==> src/rtl/pc_pkg.sv <==
// pc_pkg: shared select encoding, PC increment and branch-target helper for pc_unit.
//   SEL_*        : 3-bit next-PC source codes driven on pc_unit.sel
//   PC_INCR      : byte distance between sequential instructions
//   branch_target: pc_plus4 + sign-extended word offset, computed at 64 bits
package pc_pkg;

    localparam logic [2:0] SEL_SEQ    = 3'd0;
    localparam logic [2:0] SEL_BRANCH = 3'd1;
    localparam logic [2:0] SEL_JUMP   = 3'd2;
    localparam logic [2:0] SEL_JREG   = 3'd3;
    localparam logic [2:0] SEL_EXC    = 3'd4;
    localparam logic [2:0] SEL_RET    = 3'd5;

    localparam int PC_INCR = 4;

    // Callers truncate the result to their own PC width, which gives modulo wrap.
    function automatic logic [63:0] branch_target(input logic [63:0] pc_plus4, input logic [15:0] imm);
        return pc_plus4 + {{46{imm[15]}}, imm, 2'b00};
    endfunction

endpackage

==> src/rtl/pc_ras.sv <==
// pc_ras: circular return-address stack.
//   clock, reset_n : rising-edge clock, async active-low reset
//   push           : write din at the pointer (overwrites the oldest entry when full)
//   pop            : discard the top entry; with push, replace the top with din instead
//   din            : value to push / replace
//   top            : entry at pointer-1
//   empty, full    : occupancy flags
module pc_ras #(
    parameter int WIDTH     = 32,
    parameter int RAS_DEPTH = 4
) (
    input  logic             clock,
    input  logic             reset_n,
    input  logic             push,
    input  logic             pop,
    input  logic [WIDTH-1:0] din,
    output logic [WIDTH-1:0] top,
    output logic             empty,
    output logic             full
);
    localparam int PW = $clog2(RAS_DEPTH);

    logic [WIDTH-1:0] mem [RAS_DEPTH];
    logic [PW-1:0]    ptr;
    logic [PW:0]      count;
    logic [PW-1:0]    top_idx;
    logic             do_push;
    logic             do_pop;
    logic             do_replace;

    assign top_idx    = ptr - PW'(1);
    assign top        = mem[top_idx];
    assign empty      = count == '0;
    assign full       = count == (PW+1)'(RAS_DEPTH);
    // A pop on an empty stack is a no-op, including a combined push+pop.
    assign do_push    = push && !pop;
    assign do_pop     = pop && !push && !empty;
    assign do_replace = pop && push && !empty;

    always_ff @(posedge clock or negedge reset_n) begin
        if (!reset_n) begin
            ptr   <= '0;
            count <= '0;
        end else begin
            ptr   <= do_push ? ptr + PW'(1) : do_pop ? top_idx : ptr;
            count <= (do_push && !full) ? count + 1'b1 : do_pop ? count - 1'b1 : count;
        end
    end

    // Storage needs no reset: top is only consumed when count is nonzero.
    always_ff @(posedge clock) begin
        if (do_push)
            mem[ptr] <= din;
        else if (do_replace)
            mem[top_idx] <= din;
    end

endmodule

==> src/rtl/pc_unit.sv <==
// pc_unit: program counter with internal next-PC selection, alignment check and RAS.
//   clock, reset_n : rising-edge clock, async active-low reset
//   stall          : hold all state this cycle
//   sel            : next-PC source (SEQ/BRANCH/JUMP/JREG/EXC/RET; 6,7 act as SEQ)
//   branch_taken   : qualifies BRANCH
//   imm            : signed branch offset in words
//   jtarget        : jump target field
//   reg_target     : JREG target and RET fallback when the RAS is empty
//   push           : push pc_plus4 onto the RAS
//   pc, pc_plus4   : registered PC and its combinational successor
//   epc            : PC of the last excepting / misaligned-redirecting instruction
//   misaligned     : set for the cycle following a misaligned redirect
//   ras_empty/full : RAS occupancy
module pc_unit
    import pc_pkg::*;
#(
    parameter int               WIDTH        = 32,
    parameter logic [WIDTH-1:0] RESET_VECTOR = WIDTH'(32'h0040_0000),
    parameter logic [WIDTH-1:0] EXC_VECTOR   = WIDTH'(32'h8000_0180),
    parameter int               RAS_DEPTH    = 4
) (
    input  logic             clock,
    input  logic             reset_n,
    input  logic             stall,
    input  logic [2:0]       sel,
    input  logic             branch_taken,
    input  logic [15:0]      imm,
    input  logic [25:0]      jtarget,
    input  logic [WIDTH-1:0] reg_target,
    input  logic             push,
    output logic [WIDTH-1:0] pc,
    output logic [WIDTH-1:0] pc_plus4,
    output logic [WIDTH-1:0] epc,
    output logic             misaligned,
    output logic             ras_empty,
    output logic             ras_full
);
    logic [2:0]       sel_eff;
    logic [WIDTH-1:0] ras_top;
    logic [WIDTH-1:0] jump_dest;
    logic [WIDTH-1:0] branch_dest;
    logic [WIDTH-1:0] cand;
    logic             is_exc;
    logic             bad;
    logic             ras_push;
    logic             ras_pop;

    assign sel_eff     = (sel > SEL_RET) ? SEL_SEQ : sel;
    assign pc_plus4    = pc + WIDTH'(PC_INCR);
    // Keep the region bits above 28 from pc_plus4, splice in the word target.
    assign jump_dest   = (pc_plus4 & ~WIDTH'(28'hFFF_FFFF)) | WIDTH'({jtarget, 2'b00});
    assign branch_dest = WIDTH'(branch_target(64'(pc_plus4), imm));
    assign is_exc      = sel_eff == SEL_EXC;

    always_comb begin
        cand = pc_plus4;
        cand = (sel_eff == SEL_BRANCH && branch_taken) ? branch_dest :
               (sel_eff == SEL_JUMP)                   ? jump_dest   :
               (sel_eff == SEL_JREG)                   ? reg_target  :
               is_exc                                  ? EXC_VECTOR  :
               (sel_eff == SEL_RET)                    ? (ras_empty ? reg_target : ras_top) :
                                                         pc_plus4;
    end

    assign bad = (cand[1:0] != 2'b00) && !is_exc;

    // Faulting redirects leave the RAS untouched; EXC also drops a link push.
    assign ras_push = push && !stall && !bad && !is_exc;
    assign ras_pop  = (sel_eff == SEL_RET) && !stall && !bad;

    always_ff @(posedge clock or negedge reset_n) begin
        if (!reset_n) begin
            pc         <= RESET_VECTOR;
            epc        <= '0;
            misaligned <= 1'b0;
        end else if (!stall) begin
            pc         <= (is_exc || bad) ? EXC_VECTOR : cand;
            epc        <= (is_exc || bad) ? pc : epc;
            misaligned <= bad;
        end
    end

    pc_ras #(
        .WIDTH     (WIDTH),
        .RAS_DEPTH (RAS_DEPTH)
    ) u_ras (
        .clock   (clock),
        .reset_n (reset_n),
        .push    (ras_push),
        .pop     (ras_pop),
        .din     (pc_plus4),
        .top     (ras_top),
        .empty   (ras_empty),
        .full    (ras_full)
    );

endmodule

==> config.mk <==
export PLATFORM = sky130hd
export DESIGN_NAME = pc_unit
export DESIGN_NICKNAME = d
export VERILOG_FILES = /design/src/rtl/pc_pkg.sv /design/src/rtl/pc_ras.sv /design/src/rtl/pc_unit.sv
export SDC_FILE = /design/constraint.sdc
export NUM_CORES = 1
export LEC_CHECK = 0
export CORE_UTILIZATION = 40
export CTS_CLUSTER_DIAMETER = 200
export DETAILED_ROUTE_END_ITERATION = 10
export HOLD_SLACK_MARGIN = 0.05
export MAX_ROUTING_LAYER = met4
export PLACE_DENSITY = 0.66
export REMOVE_ABC_BUFFERS = 1
export SLEW_MARGIN = 0
export SYNTH_ARGS = -nofsm -noshare
export SYNTH_HDL_FRONTEND = slang
export SYNTH_SLANG_ARGS = --single-unit
export TNS_END_PERCENT = 30
==> constraint.sdc <==
create_clock -name clock -period 8.7 [get_ports clock]
set_input_delay 2.61 -clock clock [delete_from_list [all_inputs] [get_ports clock]]
set_output_delay 2.61 -clock clock [all_outputs]
set_load 0.05 [all_outputs]
Word-level counts from Yosys, hierarchy flattened
Memories as Yosys holds them, arrays and structs flattened.
Index checks and enable logic that the tools add are counted.
{"block": "word_totals", "inputBits": 82, "ram_bits": 128, "n_memories": 1, "output_inout_bits": 99, "word_cells": 68, "register_bits": 70}
{"block": "classes", "bitwise_logic": 2, "n_lt_le_gt_ge": 1, "reduce_logical": 27, "eq_ne": 6, "addsub": 6, "n_mux": 20}
{"memory": "u_ras.mem", "words": 4, "width": 32, "read_ports": 1, "rd_ports_with_merged_regs": 0, "wr": 1, "line": "pc_ras.sv:23", "source": "logic [WIDTH-1:0] mem [RAS_DEPTH];"}
{"op": "two-way mux 32 bit", "n": 8}
{"op": "adder 32 x 18 -> 32 bit", "n": 1}
{"op": "adder 32 x 3 -> 32 bit, second input constant", "n": 1}
{"op": "bitwise OR 32 x 28 -> 32 bit", "n": 1}
{"op": "OR reduction 32 bit", "n": 1}
{"op": "logical AND 1 bit", "n": 13}
{"op": "equality test 3 bit, second input constant", "n": 3}
{"op": "two-way mux 3 bit", "n": 3}
{"op": "logical NOT 1 bit", "n": 7}
{"op": "equality test 3 x 2 -> 1 bit, second input constant", "n": 2}
{"op": "two-way mux 1 bit", "n": 6}
{"op": "two-way mux 2 bit", "n": 3}
{"op": "nonzero test 2 bit", "n": 3}
{"op": "adder 3 x 1 -> 3 bit, second input constant", "n": 1}
{"op": "equality test 3 x 1 -> 1 bit, second input constant", "n": 1}
{"op": "greater-than comparator 3 bit, second input constant", "n": 1}
{"op": "logical NOT 3 bit", "n": 1}
{"op": "subtractor 3 x 1 -> 3 bit, second input constant", "n": 1}
{"op": "adder 2 x 1 -> 2 bit, second input constant", "n": 1}
{"op": "AND reduction 2 bit", "n": 1}
{"op": "subtractor 2 x 1 -> 2 bit, second input constant", "n": 1}
{"op": "logical OR 1 bit", "n": 1}
{"op": "inverter 1 bit", "n": 1}

Depth between registers and ports, before layout
Gate-level depths: netlist of the first run.
{"block": "depth", "ltp_word": 20, "ltp_mapped": 16, "ltp_nobuf": 16}

Modules after synthesis
Synthesis of the first run repeated with hierarchy kept, for this count alone.
{"block": "hier_totals", "hier_cells": 953, "hier_area_um2": 11129.4}
{"module": "pc_unit", "cells_per_inst": 736, "area_each_um2": 6035.8, "seq_area_each_um2": 1627.8, "instances": 1}
{"module": "pc_ras", "cells_per_inst": 217, "area_each_um2": 5093.6, "seq_area_each_um2": 3968.8, "instances": 1}

Worst setup path after synthesis of the first run
Ideal clock, no wire load.
{"block": "synth_timing", "path_kind": "input -> register", "from": "input sel[2]", "to": "memory u_ras.mem[0][0] (enable)", "cell_stages": 6, "setup_ns": 0.595, "path_buffers": 1, "setup_slack_ns": -0.664, "t_required_ns": 8.105, "t_arrival_ns": 8.769, "cell_sequence": "buf_2 -> o41ai_1 -> nor2_1 -> nor2_1 -> nand2_1 -> a2111oi_0"}
{"block": "synth_between", "elab_chain_cells": 20, "word_cells_on_any_way": 33, "classes_between": "order compare (1); eq/ne (5); mux (13); reduce/logical (14)"}
{"item": "from (decl)", "line": "pc_unit.sv:25", "source": "input logic [2:0] sel,"}
{"item": "greater-than comparator 3 bit", "line": "pc_unit.sv:48", "source": "assign sel_eff = (sel > SEL_RET) ? SEL_SEQ : sel;"}
{"item": "two-way mux 3 bit (*)", "line": "pc_unit.sv:48"}
{"item": "equality test 3 bit", "line": "pc_unit.sv:61, pc_unit.sv:69"}
{"item": "two-way mux 32 bit", "line": "pc_unit.sv:61", "source": "(sel_eff == SEL_RET) ? (ras_empty ? reg_target : ras_top) :"}
{"item": "two-way mux 32 bit", "line": "pc_unit.sv:60", "source": "is_exc ? EXC_VECTOR :"}
{"item": "two-way mux 32 bit", "line": "pc_unit.sv:59", "source": "(sel_eff == SEL_JREG) ? reg_target :"}
{"item": "two-way mux 32 bit", "line": "pc_unit.sv:58", "source": "(sel_eff == SEL_JUMP) ? jump_dest :"}
{"item": "two-way mux 32 bit", "line": "pc_unit.sv:57", "source": "cand = (sel_eff == SEL_BRANCH && branch_taken) ? branch_dest :"}
{"item": "(+2 left out)"}
{"item": "logical NOT 1 bit", "line": "pc_unit.sv:68, pc_unit.sv:69"}
{"item": "logical AND 1 bit (2 in a row)", "line": "pc_unit.sv:68", "source": "assign ras_push = push && !stall && !bad && !is_exc;"}
{"item": "logical AND 1 bit (2 in a row)", "line": "pc_ras.sv:38", "source": "assign do_replace = pop && push && !empty;"}
{"item": "two-way mux 1 bit", "line": "pc_ras.sv:54", "source": "else if (do_replace)"}
{"item": "two-way mux 1 bit", "line": "pc_ras.sv:52", "source": "if (do_push)"}
{"item": "two-way mux 1 bit (implied by the code)", "line": "pc_ras.sv:55", "source": "mem[top_idx] <= din;"}
{"item": "OR reduction 32 bit (no line)"}
{"item": "two-way mux 2 bit (no line) or two-way mux 1 bit (tied branches)"}
{"item": "to (decl)", "line": "pc_ras.sv:23"}
Every way passes the cells marked *; elsewhere a longest branch is shown, timed or not.

Worst setup path after layout of the first run
{"block": "layout_timing", "from": "register pc[2]", "to": "output pc_plus4[28]"}
{"block": "layout_between", "elab_chain_cells": 1}
{"item": "from (decl)", "line": "pc_unit.sv:31", "source": "output logic [WIDTH-1:0] pc,"}
{"item": "from (signal assigned)", "line": "pc_unit.sv:77", "source": "pc <= (is_exc || bad) ? EXC_VECTOR : cand;"}
{"item": "adder 32 x 3 -> 32 bit", "line": "pc_unit.sv:49", "source": "assign pc_plus4 = pc + WIDTH'(PC_INCR);"}
{"item": "to (decl)", "line": "pc_unit.sv:32", "source": "output logic [WIDTH-1:0] pc_plus4,"}
Every way passes these cells.

==> reports/summary.log, run 1 <==
[layout] filler instances 2,328
[worst_setup_path] delay of the slowest cell on the worst path 0.94 ns
[timing] pin slew with the least headroom to its limit 1.25 ns
[global_route] wire length of the first global-routing pass 51,100 µm
[timing] final setup violation count 0
[global_route] number of global-route vias before repair 8,456
[pwr] switching power 0.00141 W
[clock_tree] Reg clk slew, reported paths 0.07 ns
[routing] routed length per placed instance 23.2 µm
[timing] period utilization 76.3%
[clock_tree] CTS sink cnt 198
[pwr] portion of total power attributed to the clock network 22.1%
[layout] count of antenna diodes in the layout 0
[worst_setup_path] CP Buf/Inv Count 1
[logic_synthesis] area share of the largest cell type after synthesis 35.1%
[worst_setup_path] cell at the slowest stage of the critical path sky130_fd_sc_hd__clkdlybuf4s50_1
[die] initial core utilization 40.7%
[worst_setup_path] critical path startpoint category register
[routing] drc violations 0
[clock_tree] number of buffers added to fix hold violations after cts 0
[die] FP Rows 60
[clock_tree] maximum number of buffers from clock root to sink 2
[pwr] Switching Share 39.3%
[hold_path] HP Class reg2reg
[worst_setup_path] Top Family by Delay on Critical Path simple AND/OR/NAND/NOR gates
[layout] Layout Nets 1,195
[global_route] number of antenna violations at the first check in global routing 0
[hold_path] startpoint of the most critical hold path epc[29]
[worst_setup_path] maximum net fanout on the critical path 7
[timing] unrepaired setup endpoints after global routing no
[worst_setup_path] Arr. time, crit path 4.03 ns
[logic_synthesis] warning count from the yosys run 0
[clock_tree] clock insertion delay at the later pin of the skew report 0.44 ns
[die] I/O pin total 181
[timing] relative slew slack 16.3%
[timing] Hold Vio Cnt, Final 0
[pwr] Worst IR Drop VDD 0.000138 V
[logic_synthesis] share of async-settable or async-resettable flops after synthesis 35.4%
[clock_tree] clock tree root buffer cell sky130_fd_sc_hd__clkbuf_16
[clock_tree] level count of the clock H-tree 4
[place] routability cong. 0.904
[timing] clock tree skew after final layout 0.0120 ns
[place] Placed Cells 1,403
[logic_synthesis] Synth Flop Type sky130_fd_sc_hd__edfxtp_1
[logic_synthesis] number of flops mapped to enable cells by yosys 128
[timing] highest clock rate 0.151 GHz
[worst_setup_path] type of the setup path with the least slack reg2out
[pwr] Pint 0.00217 W
[die] die area 0.0280 mm²
[layout] post-route cell area 0.0136 mm²
[pwr] Logic pwr share 43.3%
[routing] Via Count 8,578
[routing] Total Routed Length 33,300 µm
[logic_synthesis] number of different library cells in the post-synthesis netlist 80
[clock_tree] total of cells resized after clock tree synthesis 0
[pwr] total chip power 0.00358 W
[pwr] relative contribution of sequential cells to total power 34.7%
[run_status] status completed
[clock_tree] clock tree from TritonCTS yes
[flow_run] Max-cap violations 0
[logic_synthesis] leading post-synthesis cells by cell area sky130_fd_sc_hd__edfxtp_1, sky130_fd_sc_hd__dfrtp_1, sky130_fd_sc_hd__mux4_2
[place] area of placed instances 0.0131 mm²
[routing] detailed router's first-iteration violation count 805
[logic_synthesis] syn avg cell area 11.9 µm²
[worst_setup_path] worst r2r path cells 13
[logic_synthesis] synthesized flop and latch total 198
[place] count of input and output buffers 180
[clock_tree] Inserted Clock Buffers 17
[logic_synthesis] cell type with the highest aggregate area in the netlist sky130_fd_sc_hd__edfxtp_1
[routing] antenna violation net count after detailed routing 0
[routing] vias per cell 5.98
[hold_path] Worst Hold Path Cells 1
[timing] fin. max-slew vios 0
[layout] share of cells above drive strength 1 12.8%
[timing] Final min period 6.64 ns
[worst_setup_path] Data required, critical path 6.09 ns
[worst_setup_path] r2r startpoint pc[2]
[timing] post-route setup TNS 0 ns
[global_route] pin count of the biggest net entering global routing 71
[routing] First-pass DRT Iterations 5
[clock_tree] Setup Buffers After CTS 0
[pwr] static leakage power 5.16 nW
[logic_synthesis] instance count of the mapped netlist 917
[pwr] pwr/cell area 262 mW/mm²
[hold_path] end of the worst hold path epc[29]
[global_route] GRT Total Usage 24.9%
[global_route] global route overflow 0
[worst_setup_path] Critical Path End Type output pin
[layout] post-layout util 50.8%
[die] Core Box Area 0.0269 mm²
[die] Die Ht 167 µm
[logic_synthesis] sequential area share after synthesis 51.1%
[layout] Syn-to-layout area delta 24.7%
[logic_synthesis] Synth Cell Area 0.0109 mm²
[place] HPWL reported at the end of detailed placement 23,200 µm
[die] width of the chip 167 µm
[worst_setup_path] ordered list of cells on the worst path ha_1 > nand4_1 > nor3_2 > nand3_1 > xnor2_1 > clkdlybuf4s50_1
[worst_setup_path] FF-to-FF setup slack 3.71 ns
[worst_setup_path] terminus of the critical flop-to-flop path pc[30]
[layout] Post-Layout Cell Count 1,435
metal layers:
layer | vias to the layer above | wire [µm] | GRT usage [%]
met3 | 51 | 2490 | 4.59
li1 | 3837 | - | -
met2 | 414 | 15500 | 38.1
met4 | 0 | 777 | 7.70
met1 | 4276 | 14600 | 33.7
met5 | - | 0 | -
how the worst max path moves through the flow:
stage	from	end	depth (start not counted)
2_1_floorplan	sel[2]	u_ras.mem[2][0]	7
3_3_place_gp	sel[2]	pc[30]	9
3_5_place_dp	sel[2]	pc[21]	8
4_1_cts	pc[2]	pc_plus4[24]	6
5_1_grt	pc[2]	pc_plus4[28]	6
6_report	pc[2]	pc_plus4[28]	6
logic make-up after synthesis:
family	after synthesis	synth area share (%)
fa+ha+maj	35	4.07
simple gates	225	9.84
compound gates	243	15.5
xor+xnor	55	4.40
buf+inv	71	3.01
flops	198	51.1
mux	90	12.1
cells in the final DEF (no fill, tap or decap), types with 25 or more instances in the layout:
cell and n:
sky130_fd_sc_hd__o21ai_0 37, sky130_fd_sc_hd__a21oi_1 56, sky130_fd_sc_hd__xnor2_1 29, sky130_fd_sc_hd__mux2i_1 25, sky130_fd_sc_hd__mux4_2 30, sky130_fd_sc_hd__xor2_1 26
sky130_fd_sc_hd__nand2_1 84, sky130_fd_sc_hd__ha_1 30, sky130_fd_sc_hd__mux2_2 29, sky130_fd_sc_hd__clkdlybuf4s50_1 178, sky130_fd_sc_hd__edfxtp_1 128, sky130_fd_sc_hd__dfrtp_1 68
sky130_fd_sc_hd__nor2_1 53
cell type report:
class | count | area [µm²] | area share (%)
sequential | 198 | 5600 | 41.0
clock buffer | 23 | 490 | 3.60
clock inverter | 9 | 90.1 | 0.660
timing repair buffer | 197 | 1920 | 14.1
inverter | 19 | 72.6 | 0.532
tap | 341 | 427 | 3.13
multi-input combinational | 648 | 5040 | 37.0
power by group through the flow:
stage / clock (W) / sequential [W] / combinational (W)
2_1_floorplan: 0 / 0.00152 / 0.000765
3_3_place_gp: 0 / 0.00125 / 0.00153
3_5_place_dp: 0 / 0.00126 / 0.00154
4_1_cts: 0.000797 / 0.00124 / 0.00155
5_1_grt: 0.000831 / 0.00125 / 0.00165
6_report: 0.000789 / 0.00124 / 0.00155
synthesized netlist by cell type (all sizes together), types with 4 or more instances:
cell / instances
a211oi: 23
a21o: 12
a21oi: 58
a221o: 7
a22o: 10
a22oi: 12
a31oi: 5
and2: 8
and3: 7
and4: 8
buf: 25
clkbuf: 27
dfrtp: 69
edfxtp: 128
ha: 30
inv: 16
mux2: 35
mux2i: 25
mux4: 30
nand2: 84
nand2b: 9
nand3: 22
nand4: 7
nor2: 56
nor3: 12
o211ai: 10
o21a: 4
o21ai: 44
o221ai: 6
o22ai: 11
o2bb2ai: 5
o311ai: 5
o31ai: 5
or3: 4
xnor2: 29
xor2: 26
metrics by stage:
stage / hold slack [ns] / setup WS (ns)
2_1_floorplan: 0.459 / -1.13
3_3_place_gp: 0.467 / 2.46
3_5_place_dp: 0.475 / 2.35
4_1_cts: 0.493 / 2.11
5_1_grt: 0.509 / 1.89
6_report: 0.484 / 2.06
state kept, by name (all words and copies together) (netlist names):
signal	count
epc	32
u_ras.ptr	2
u_ras.count	3
pc	32
misaligned	1
u_ras.mem	128
Note: power is estimated with default switching activity, not from simulation.
==> run 2: changes to the inputs <==
PLACE_DENSITY = 0.68   (was 0.66)
clock period = 5.73 ns   (was 8.7 ns; I/O delays follow)
==> run 2 against run 1 <==
Compared with the run above:
- sequential power up 55%
- clock skew shrank 0.0027 ns
- final cell count rose by 0.91%
- worst hold slack improved by 0.0058 ns
- sequential share of layout area down 0.27 points
- count of clock-buffer cells in the layout down 6
==> reports/summary.log, run 2 (synthesized netlist as in run 1, its figures left out) <==
[run_status] status completed [unchanged]
[timing] worst hold slack 0.490 ns [was 0.484 ns]
[timing] clock tree skew after final layout 0.00930 ns [was 0.0120 ns]
[clock_tree] level count of the clock H-tree 4 [unchanged]
[flow_run] Max-cap violations 0 [unchanged]
[routing] Via Count 8,652 [was 8,578]
[worst_setup_path] most repeated library cell on the critical path sky130_fd_sc_hd__nand4_1
[worst_setup_path] cell at the slowest stage of the critical path sky130_fd_sc_hd__clkdlybuf4s50_1 [unchanged]
[layout] post-layout util 51.1% [was 50.8%]
[worst_setup_path] Top Family by Delay on Critical Path simple AND/OR/NAND/NOR gates [unchanged]
[routing] Total Routed Length 34,200 µm [was 33,300 µm]
[timing] relative slew slack 30.3% [was 16.3%]
[global_route] wire length of the first global-routing pass 51,400 µm [was 51,100 µm]
[timing] pin slew with the least headroom to its limit 1.05 ns [was 1.25 ns]
[layout] count of antenna diodes in the layout 0 [unchanged]
[timing] Hold Vio Cnt, Final 0 [unchanged]
[global_route] GRT Total Usage 25.3% [was 24.9%]
[clock_tree] maximum number of buffers from clock root to sink 2 [unchanged]
[die] FP Rows 60 [unchanged]
[worst_setup_path] Critical Path End Type output pin [unchanged]
[layout] register with the most flip-flops u_ras.mem [unchanged]
[die] die area 0.0280 mm² [unchanged]
[place] HPWL reported at the end of detailed placement 24,300 µm [was 23,200 µm]
[pwr] pwr/cell area 395 mW/mm² [was 262 mW/mm²]
[clock_tree] Reg clk slew, reported paths 0.07 ns [about the same]
[timing] Final min period 5.53 ns
[clock_tree] clock tree root buffer cell sky130_fd_sc_hd__clkbuf_16 [unchanged]
[global_route] global route overflow 0 [unchanged]
[clock_tree] number of buffers added to fix hold violations after cts 0 [unchanged]
[clock_tree] Inserted Clock Buffers 17 [unchanged]
[layout] commonest non-fill, non-tap cell in the layout sky130_fd_sc_hd__clkdlybuf4s50_1 [unchanged]
[clock_tree] CTS sink cnt 198 [unchanged]
[clock_tree] Setup Buffers After CTS 0 [unchanged]
[worst_setup_path] delay of the slowest cell on the worst path 0.92 ns [was 0.94 ns]
[die] Die Ht 167 µm [unchanged]
[global_route] number of antenna violations at the first check in global routing 0 [unchanged]
[layout] most used cells in the layout excluding fill and tap cells sky130_fd_sc_hd__clkdlybuf4s50_1, sky130_fd_sc_hd__edfxtp_1, sky130_fd_sc_hd__nand2_1, sky130_fd_sc_hd__dfrtp_1, sky130_fd_sc_hd__a21oi_1 [unchanged]
[place] routability cong. 0.933 [was 0.904]
[pwr] static leakage power 5.24 nW [was 5.16 nW]
[timing] fin. max-slew vios 0 [unchanged]
[layout] area of the multi-input gates 0.00504 mm² [unchanged]
[die] Core Box Area 0.0269 mm² [unchanged]
[clock_tree] total of cells resized after clock tree synthesis 0 [unchanged]
[routing] routed length on met3 2240 µm [was 2490 µm]
[die] width of the chip 167 µm [unchanged]
[routing] First-pass DRT Iterations 5 [unchanged]
[layout] Layout Nets 1,208 [was 1,195]
[clock_tree] clock insertion delay at the later pin of the skew report 0.45 ns [was 0.44 ns]
[routing] drc violations 0 [unchanged]
[clock_tree] clock tree from TritonCTS yes [unchanged]
[layout] share of cells above drive strength 1 14.2% [was 12.8%]
[timing] final setup violation count 0 [unchanged]
[layout] Largest regs u_ras.mem: 128 flops, epc: 32 flops, pc: 32 flops [unchanged]
[pwr] total chip power 0.00543 W [was 0.00358 W]
[pwr] Worst IR Drop VDD 0.000227 V [was 0.000138 V]
[place] count of input and output buffers 180 [unchanged]
[hold_path] HP Class reg2reg [unchanged]
[worst_setup_path] type of the setup path with the least slack reg2out [unchanged]
[layout] area used by sequential logic in the layout 0.00560 mm² [unchanged]
[routing] Metal-1 WL 15,200 µm [was 14,600 µm]
[worst_setup_path] critical path startpoint category register [unchanged]
[timing] unrepaired setup endpoints after global routing no [unchanged]
[timing] highest clock rate 0.181 GHz
[routing] antenna violation net count after detailed routing 0 [unchanged]
[die] I/O pin total 181 [unchanged]
[routing] top routing layer in use met4 [unchanged]
[routing] vias per cell 5.98 [about the same]
[routing] detailed router's first-iteration violation count 790 [was 805]
[layout] max FFs per register 128 [unchanged]
[worst_setup_path] Data required, critical path 4.01 ns [was 6.09 ns]
[global_route] number of global-route vias before repair 8,458 [was 8,456]
[global_route] pin count of the biggest net entering global routing 71 [unchanged]
[timing] final setup slack of the worst path 0.201 ns [was 2.06 ns]
[worst_setup_path] maximum net fanout on the critical path 7 [unchanged]
[timing] period utilization 96.5%
[place] worst setup slack before clock tree synthesis 0.758 ns [was 2.35 ns]
[worst_setup_path] ordered list of cells on the worst path ha_1 > nand4_1 > nor3_2 > nand4_1 > xnor2_1 > clkdlybuf4s50_1 [was ha_1 > nand4_1 > nor3_2 > nand3_1 > xnor2_1 > clkdlybuf4s50_1]
[timing] post-route setup TNS 0 ns [unchanged]
[layout] Syn-to-layout area delta 25.5% [was 24.7%]
[worst_setup_path] CP Buf/Inv Count 1 [unchanged]
[die] initial core utilization 40.7% [unchanged]
[layout] filler instances 2,345 [was 2,328]
[routing] routed length per placed instance 23.6 µm [was 23.2 µm]
[worst_setup_path] Arr. time, crit path 3.81 ns [was 4.03 ns]
[routing] total met2 wirelength after detailed routing 15,900 µm [was 15,500 µm]
run 2: cell types whose count changed in the layout (fill, tap and decap cells not counted), sizes merged:
cell	change
inv	+8
bufinv	-1
clkinvlp	-3
buf	+13
clkinv	+2
clkbuf	-6
run 2: stage by stage:
step	cells	cell area, µm²
finish	1448	13700
global route	1448	13700
CTS	1448	13700
detailed placement	1416	13200
global placement	1416	13200
floorplan	865	10700
run 2: area by class of cell:
cell class | count | area share, %
inverter | 19 | 0.528
sequential | 198 | 40.8
clock inverter | 15 | 0.984
tap | 341 | 3.11
multi-input combinational | 648 | 36.7
clock buffer | 17 | 3.10
timing repair buffer | 210 | 14.8
run 2: worst paths after layout:
kind,startpoint,slack (ns),end,cells after the start
worst max register to register,pc[2],1.04,pc[30],15
max in group asynchronous,reset_n,3.53,u_ras.ptr[0],1
min in group asynchronous,reset_n,1.42,epc[20],1
worst max-delay path,pc[2],0.20,pc_plus4[26],6
worst min register to register,epc[30],0.49,epc[30],1
worst min-delay path,epc[30],0.49,epc[30],1
run 2: routing by layer:
metal | track usage, % | vias up
met5 | - | -
met4 | 8.02 | 0
met3 | 3.62 | 67
met2 | 38.4 | 403
met1 | 35.1 | 4316
li1 | - | 3866
run 2: power breakdown:
part | switching (W) | total [W] | internal, W
Clock | 0.000593 | 0.00117 | 0.000577
Combinational | 0.00144 | 0.00234 | 0.000908
Sequential | 0.000172 | 0.00192 | 0.00174
Total | 0.00220 | 0.00543 | 0.00323
